==> config.mk <==
export PLATFORM = sky130hd
export DESIGN_NAME = axi_master_wrapper
export DESIGN_NICKNAME = d
export VERILOG_FILES = /design/src/rtl/axi_master_pkg.sv /design/src/rtl/axi_beat_counter.sv /design/src/rtl/axi_master_wrapper.sv
export SDC_FILE = /design/constraint.sdc
export NUM_CORES = 1
export LEC_CHECK = 0
export CORE_AREA = 2 2 117 119
export CTS_CLUSTER_SIZE = 16
export DETAILED_ROUTE_END_ITERATION = 8
export DIE_AREA = 0 0 119 121
export GPL_TIMING_DRIVEN = 0
export PLACE_DENSITY = 0.74
export SETUP_SLACK_MARGIN = 0.3
export SYNTH_ARGS = -nofsm -noshare
export SYNTH_HDL_FRONTEND = slang
export SYNTH_SLANG_ARGS = --single-unit
==> constraint.sdc <==
create_clock -name ACLK -period 2.3 [get_ports ACLK]
set_input_delay 0.46 -clock ACLK [delete_from_list [all_inputs] [get_ports ACLK]]
set_output_delay 0.46 -clock ACLK [all_outputs]
set_load 0.03 [all_outputs]
==> src/rtl/axi_master_pkg.sv <==
// axi_master_pkg: shared AXI widths, master FSM states and AXI constants
`ifndef AXI_DEFINE_SVH
`define AXI_DEFINE_SVH
`define AXI_ID_BITS 4
`define AXI_ADDR_BITS 32
`define AXI_LEN_BITS 4
`define AXI_SIZE_BITS 3
`define AXI_DATA_BITS 32
`define AXI_STRB_BITS 4
`endif

package axi_master_pkg;
    localparam int ID_W   = `AXI_ID_BITS;
    localparam int ADDR_W = `AXI_ADDR_BITS;
    localparam int LEN_W  = `AXI_LEN_BITS;
    localparam int SIZE_W = `AXI_SIZE_BITS;
    localparam int DATA_W = `AXI_DATA_BITS;
    localparam int STRB_W = `AXI_STRB_BITS;
    localparam logic [1:0] AXI_BURST_INCR  = 2'b01;
    localparam logic [1:0] AXI_RESP_OKAY   = 2'b00;
    localparam logic [1:0] AXI_RESP_SLVERR = 2'b10;
    typedef enum logic [2:0] {IDLE, RADDR, RDATA, WADDR, WDATA, WRESP, DONE} state_e;
    // A protocol error only upgrades an otherwise clean response.
    function automatic logic [1:0] merge_resp(input logic [1:0] cap, input logic err);
        return (err && cap == AXI_RESP_OKAY) ? AXI_RESP_SLVERR : cap;
    endfunction
endpackage

==> src/rtl/axi_beat_counter.sv <==
// axi_beat_counter: burst beat index with last-beat detect, shared by read and write paths
// Ports: clk/rst, clr (restart at beat 0), inc (beat handshake), len (beats-1), is_last (cnt==len)
module axi_beat_counter
    import axi_master_pkg::*;
(
    input  logic             clk,
    input  logic             rst,
    input  logic             clr,
    input  logic             inc,
    input  logic [LEN_W-1:0] len,
    output logic             is_last
);
    logic [LEN_W-1:0] cnt_d, cnt_q;
    always_comb cnt_d = clr ? '0 : inc ? cnt_q + 1'b1 : cnt_q;
    always_ff @(posedge clk) cnt_q <= rst ? '0 : cnt_d;
    assign is_last = cnt_q == len;
endmodule

==> src/rtl/axi_master_wrapper.sv <==
// axi_master_wrapper: bridges a simple CPU request port onto single AXI4 read or write bursts
// Ports: ACLK/ARESET; CPU request req_*; write beats wr_*; read beats rd_*; completion done/resp;
// AXI master channels AR/R/AW/W/B (*_M). One transaction in flight at a time.
module axi_master_wrapper
    import axi_master_pkg::*;
#(
    parameter logic [ID_W-1:0] MASTER_ID = '0
) (
    input  logic              ACLK,
    input  logic              ARESET,
    input  logic              req_valid,
    output logic              req_ready,
    input  logic              req_write,
    input  logic [ADDR_W-1:0] req_addr,
    input  logic [LEN_W-1:0]  req_len,
    input  logic [SIZE_W-1:0] req_size,
    input  logic [DATA_W-1:0] wr_data,
    input  logic [STRB_W-1:0] wr_strb,
    input  logic              wr_valid,
    output logic              wr_ready,
    output logic [DATA_W-1:0] rd_data,
    output logic              rd_valid,
    output logic              rd_last,
    input  logic              rd_ready,
    output logic              done,
    output logic [1:0]        resp,
    output logic [ID_W-1:0]   ARID_M,
    output logic [ADDR_W-1:0] ARADDR_M,
    output logic [LEN_W-1:0]  ARLEN_M,
    output logic [SIZE_W-1:0] ARSIZE_M,
    output logic [1:0]        ARBURST_M,
    output logic              ARVALID_M,
    input  logic              ARREADY_M,
    input  logic [ID_W-1:0]   RID_M,
    input  logic [DATA_W-1:0] RDATA_M,
    input  logic [1:0]        RRESP_M,
    input  logic              RLAST_M,
    input  logic              RVALID_M,
    output logic              RREADY_M,
    output logic [ID_W-1:0]   AWID_M,
    output logic [ADDR_W-1:0] AWADDR_M,
    output logic [LEN_W-1:0]  AWLEN_M,
    output logic [SIZE_W-1:0] AWSIZE_M,
    output logic [1:0]        AWBURST_M,
    output logic              AWVALID_M,
    input  logic              AWREADY_M,
    output logic [DATA_W-1:0] WDATA_M,
    output logic [STRB_W-1:0] WSTRB_M,
    output logic              WLAST_M,
    output logic              WVALID_M,
    input  logic              WREADY_M,
    input  logic [ID_W-1:0]   BID_M,
    input  logic [1:0]        BRESP_M,
    input  logic              BVALID_M,
    output logic              BREADY_M
);
    state_e state_q, state_d;
    logic [ADDR_W-1:0] addr_q, addr_d;
    logic [LEN_W-1:0] len_q, len_d;
    logic [SIZE_W-1:0] size_q, size_d;
    logic [1:0] cap_q, cap_d;
    logic err_q, err_d;
    logic req_ready_q, req_ready_d, arvalid_q, arvalid_d, awvalid_q, awvalid_d;
    logic bready_q, bready_d, done_q, done_d;
    logic is_last, cnt_clr, r_hs, w_hs;
    assign r_hs = state_q == RDATA && RVALID_M && rd_ready;
    assign w_hs = state_q == WDATA && wr_valid && WREADY_M;
    axi_beat_counter u_cnt (
        .clk(ACLK), .rst(ARESET), .clr(cnt_clr), .inc(r_hs | w_hs), .len(len_q), .is_last(is_last)
    );
    always_comb begin
        state_d = state_q;
        addr_d = addr_q;
        len_d = len_q;
        size_d = size_q;
        cap_d = cap_q;
        err_d = err_q;
        cnt_clr = 1'b0;
        case (state_q)
            IDLE: if (req_valid && req_ready_q) begin
                addr_d = req_addr;
                len_d = req_len;
                size_d = req_size;
                cap_d = AXI_RESP_OKAY;
                err_d = 1'b0;
                cnt_clr = 1'b1;
                state_d = req_write ? WADDR : RADDR;
            end
            RADDR: if (ARREADY_M) state_d = RDATA;
            // RLAST disagreeing with the beat count covers both early and missing RLAST.
            RDATA: if (r_hs) begin
                err_d = err_q | (RID_M != MASTER_ID) | (RRESP_M != AXI_RESP_OKAY) | (RLAST_M != is_last);
                cap_d = cap_q == AXI_RESP_OKAY ? RRESP_M : cap_q;
                state_d = (RLAST_M || is_last) ? DONE : RDATA;
            end
            WADDR: if (AWREADY_M) state_d = WDATA;
            WDATA: if (w_hs && is_last) state_d = WRESP;
            WRESP: if (BVALID_M) begin
                cap_d = BRESP_M;
                err_d = err_q | (BID_M != MASTER_ID);
                state_d = DONE;
            end
            DONE: state_d = IDLE;
            default: state_d = IDLE;
        endcase
        // Handshake-facing outputs are registered from the next state so they rise with it.
        req_ready_d = state_d == IDLE;
        arvalid_d = state_d == RADDR;
        awvalid_d = state_d == WADDR;
        bready_d = state_d == WRESP;
        done_d = state_d == DONE;
    end
    always_ff @(posedge ACLK) begin
        if (ARESET) begin
            state_q <= IDLE;
            addr_q <= '0;
            len_q <= '0;
            size_q <= '0;
            cap_q <= AXI_RESP_OKAY;
            err_q <= 1'b0;
            req_ready_q <= 1'b0;
            arvalid_q <= 1'b0;
            awvalid_q <= 1'b0;
            bready_q <= 1'b0;
            done_q <= 1'b0;
        end else begin
            state_q <= state_d;
            addr_q <= addr_d;
            len_q <= len_d;
            size_q <= size_d;
            cap_q <= cap_d;
            err_q <= err_d;
            req_ready_q <= req_ready_d;
            arvalid_q <= arvalid_d;
            awvalid_q <= awvalid_d;
            bready_q <= bready_d;
            done_q <= done_d;
        end
    end
    assign req_ready = req_ready_q;
    assign done = done_q;
    assign resp = done_q ? merge_resp(cap_q, err_q) : AXI_RESP_OKAY;
    assign ARID_M = MASTER_ID;
    assign ARADDR_M = addr_q;
    assign ARLEN_M = len_q;
    assign ARSIZE_M = size_q;
    assign ARBURST_M = AXI_BURST_INCR;
    assign ARVALID_M = arvalid_q;
    assign AWID_M = MASTER_ID;
    assign AWADDR_M = addr_q;
    assign AWLEN_M = len_q;
    assign AWSIZE_M = size_q;
    assign AWBURST_M = AXI_BURST_INCR;
    assign AWVALID_M = awvalid_q;
    assign RREADY_M = state_q == RDATA && rd_ready;
    assign rd_valid = state_q == RDATA && RVALID_M;
    assign rd_last = state_q == RDATA && RLAST_M;
    assign rd_data = RDATA_M;
    assign WVALID_M = state_q == WDATA && wr_valid;
    assign WLAST_M = state_q == WDATA && is_last;
    assign WDATA_M = wr_data;
    assign WSTRB_M = wr_strb;
    assign wr_ready = state_q == WDATA && WREADY_M;
    assign BREADY_M = bready_q;
endmodule

==> results.toml <==
[global_route]
grt_max_degree = 17
grt_pass1_wl_um = 15620
grt_overflow = 0
first_global_vias = 3143
antenna_found_initial = 0
track_usage = 0.1372

[route]
drtIter0Drc = 112
vias = 3252
ant_nets = 0
drt_wl_total_um = 10430
dr.pass1.iters = 4
vias_per_cell = 4.025
drc = 0
wl_per_cell_um = 12.91

[timing]
tightest_slew_ns = 0.6816
setup_ws_ns = 0.2955
finalClockSkew_ns = 0.004134
timing.final.crit_share = 0.8715
setup_viol = 0
slew-limit-headroom = 0.5456
rsz0062_at_grt = "true"
fin_tns_setup_ns = 0
max_freq_mhz = 498.9
hold_violations = 0
maxSlewViolCount = 0
period_minus_slack_ns = 2.005

[cells_and_area]
nNetsFinal = 764
layout_commonest_cell = "clkdlybuf4s50_1"
diodes = 0
area_delta_synth_final_pct = 84.56
layout.cells.most_common_list = "clkdlybuf4s50_1 (213), buf_4 (123), nand2_1 (82), dfxtp_1 (46), a21oi_1 (46)"
drive_above_1_share = 0.2658
nFillCells = 1286

[clocking]
htreeDepth = 2
cts_hold_buf = 0
cts_sinks = 54
clkLatencyLatePin_ns = 0.29
cts_tree = "built"
cts_root_buffer = "clkbuf_16"
cts.reportedPaths.clkPinSlew_ns = 0.07
max-clock-path-buffers = 2
cts_buffers = 5

[floorplanning]
ioPinCount = 302
die_h_um = 121
design.die.area_sq_um = 14400
rows = 42
core_area_sq_um = 13090
die_x_um = 119
start_util = 0.2428

[worst_setup_path]
cp_slowest_cell = "or4_1"
cpPeakStageDelay_ns = 0.41
crit_required_ns = 2.44
path_delay_family = "simple AND/OR/NAND/NOR gates"
worstPathArrival_ns = 2.15
end_kind = "flip-flop"
critical_path_class = "flip-flop to flip-flop"
crit_buf_inv = 0
cp_max_fo = 4
startpoint_type = "flip-flop"
path_cells = "xnor2_1 -> nand4_1 -> ha_1 -> or4_1 -> o21ai_2 -> a2bb2o_4 -> a21oi_1"
r2r_slack_ns = 0.30

[logic_synthesis]
synthFlopType = "dfxtp_1"
syn_area_per_cell_sq_um = 8.104
synth-seq-area-share = 0.3403
synth.distinct_cells = 45
syn-cell-area_sq_um = 3177
ys_async_sr_fraction = 0
ys_ff_latch = 54
synth_edf_count = 0
yosys_warnings = 0
syn_inst = 392

[power_and_ir_drop]
power_density_nw_per_um2 = 581.6
leakagePower_nw = 2.364
irDropWorstVdd_v = 0.0002299

[placed_design]
dpl_worst_slack_ns = -0.01511
port_buffers = 220
globalplace.congestion = 0.7864
dp_hpwl_um = 8502

[run_status]
status = "completed"

[flow_run]
maxCapViolCount = 0

[hold_path]
hp-class = "flip-flop to flip-flop"
cells by family after synthesis:
kind of cell,share of synthesized area
and+or+nand+nor,0.1930
xor gates and xnor gates,0.01378
other,0.002364
adders and majority gates,0.007876
DFF,0.3403
muxes,0.009846
AOI/OAI and AO/OA,0.1138
buffers and inverters,0.3190
through the flow:
stage / cells / utilization / cell area [sq um] / hold slack, ns / total power, mW
4_1_cts: 808 / 0.4455 / 5829 / 0.4720 / 3.457
2_1_floorplan: 402 / - / 3221 / 0.4692 / 1.977
3_5_place_dp: 798 / 0.4312 / 5643 / 0.4620 / 2.574
5_1_grt: 808 / 0.4481 / 5863 / 0.4993 / 3.588
6_report: 808 / 0.4481 / 5863 / 0.4688 / 3.410
3_3_place_gp: 798 / 0.4312 / 5643 / 0.4616 / 2.567
sequential cells by signal, summed over array words and instances, names as in the netlist:
name,flops
done,1
ARLEN_M,4
u_cnt.cnt_q,4
AWVALID_M,1
req_ready,1
ARADDR_M,32
cap_q,2
ARSIZE_M,3
state_q,3
err_q,1
ARVALID_M,1
BREADY_M,1
worst register-to-register path: stages (launching register included):
cell and delay (ns):
dfxtp_4 0.37, xnor2_1 0.15, nand4_1 0.23, ha_1 0.37, or4_1 0.41, o21ai_2 0.14, a2bb2o_4 0.13, a21oi_1 0.06
final cells by class:
cell class	instances	area, sq um	area share
Buffer	137	993.5	0.1694
Clock buffer	6	128.9	0.02198
Clock inverter	2	37.54	0.006402
Inverter	6	22.52	0.003841
Multi-Input combinational cell	205	1157	0.1974
Sequential cell	54	1099	0.1874
Tap cell	176	220.2	0.03756
Timing Repair Buffer	222	2205	0.3760
synth_stat cells (4+ instances only):
| library cell | count | share of area |
|---|---|---|
| a21oi_1 | 46 | 0.072 |
| and2_1 | 4 | 0.0079 |
| buf_2 | 6 | 0.0095 |
| buf_4 | 121 | 0.29 |
| clkbuf_1 | 8 | 0.0095 |
| dfxtp_1 | 54 | 0.34 |
| inv_1 | 6 | 0.0071 |
| nand2_1 | 82 | 0.097 |
| nor2_1 | 5 | 0.0059 |
| nor3_1 | 5 | 0.0079 |
| xnor2_1 | 4 | 0.011 |
path summary, 6_finish.rpt:
kind                                 start                        to  depth (start not counted)
setup / recovery   ARLEN_M[1]$_SDFFE_PP0P_        err_q$_SDFFE_PP0P_                          7
hold reg to reg   ARADDR_M[0]$_SDFFE_PP0P_  ARADDR_M[0]$_SDFFE_PP0P_                          2
hold / removal    ARADDR_M[0]$_SDFFE_PP0P_  ARADDR_M[0]$_SDFFE_PP0P_                          2
setup reg to reg   ARLEN_M[1]$_SDFFE_PP0P_        err_q$_SDFFE_PP0P_                          7
where the power goes:
| group | internal, mW | switching (mW) |
|---|---|---|
| Sequential | 1.01 | 0.0668 |
| Combinational | 0.703 | 0.779 |
| Clock | 0.514 | 0.335 |
| Total | 2.23 | 1.18 |
metal layers:
| metal | vias to the layer above | track usage | wire, um |
|---|---|---|---|
| met1 | 1452 | 0.1599 | 4201 |
| met4 | 0 | 0.02902 | 55 |
| met5 | - | 0 | 0 |
| met3 | 4 | 0.03618 | 841 |
| li1 | 1625 | - | - |
| met2 | 171 | 0.2518 | 5333 |
timing repair:
item / 4_1_cts / 5_1_grt
setup buffers: 2 / 0
setup endpoints to repair: 10 / 6
resized for setup: 26 / 18
pin swaps: 1 / 4
No activity file was read; power rests on OpenSTA's default activity.
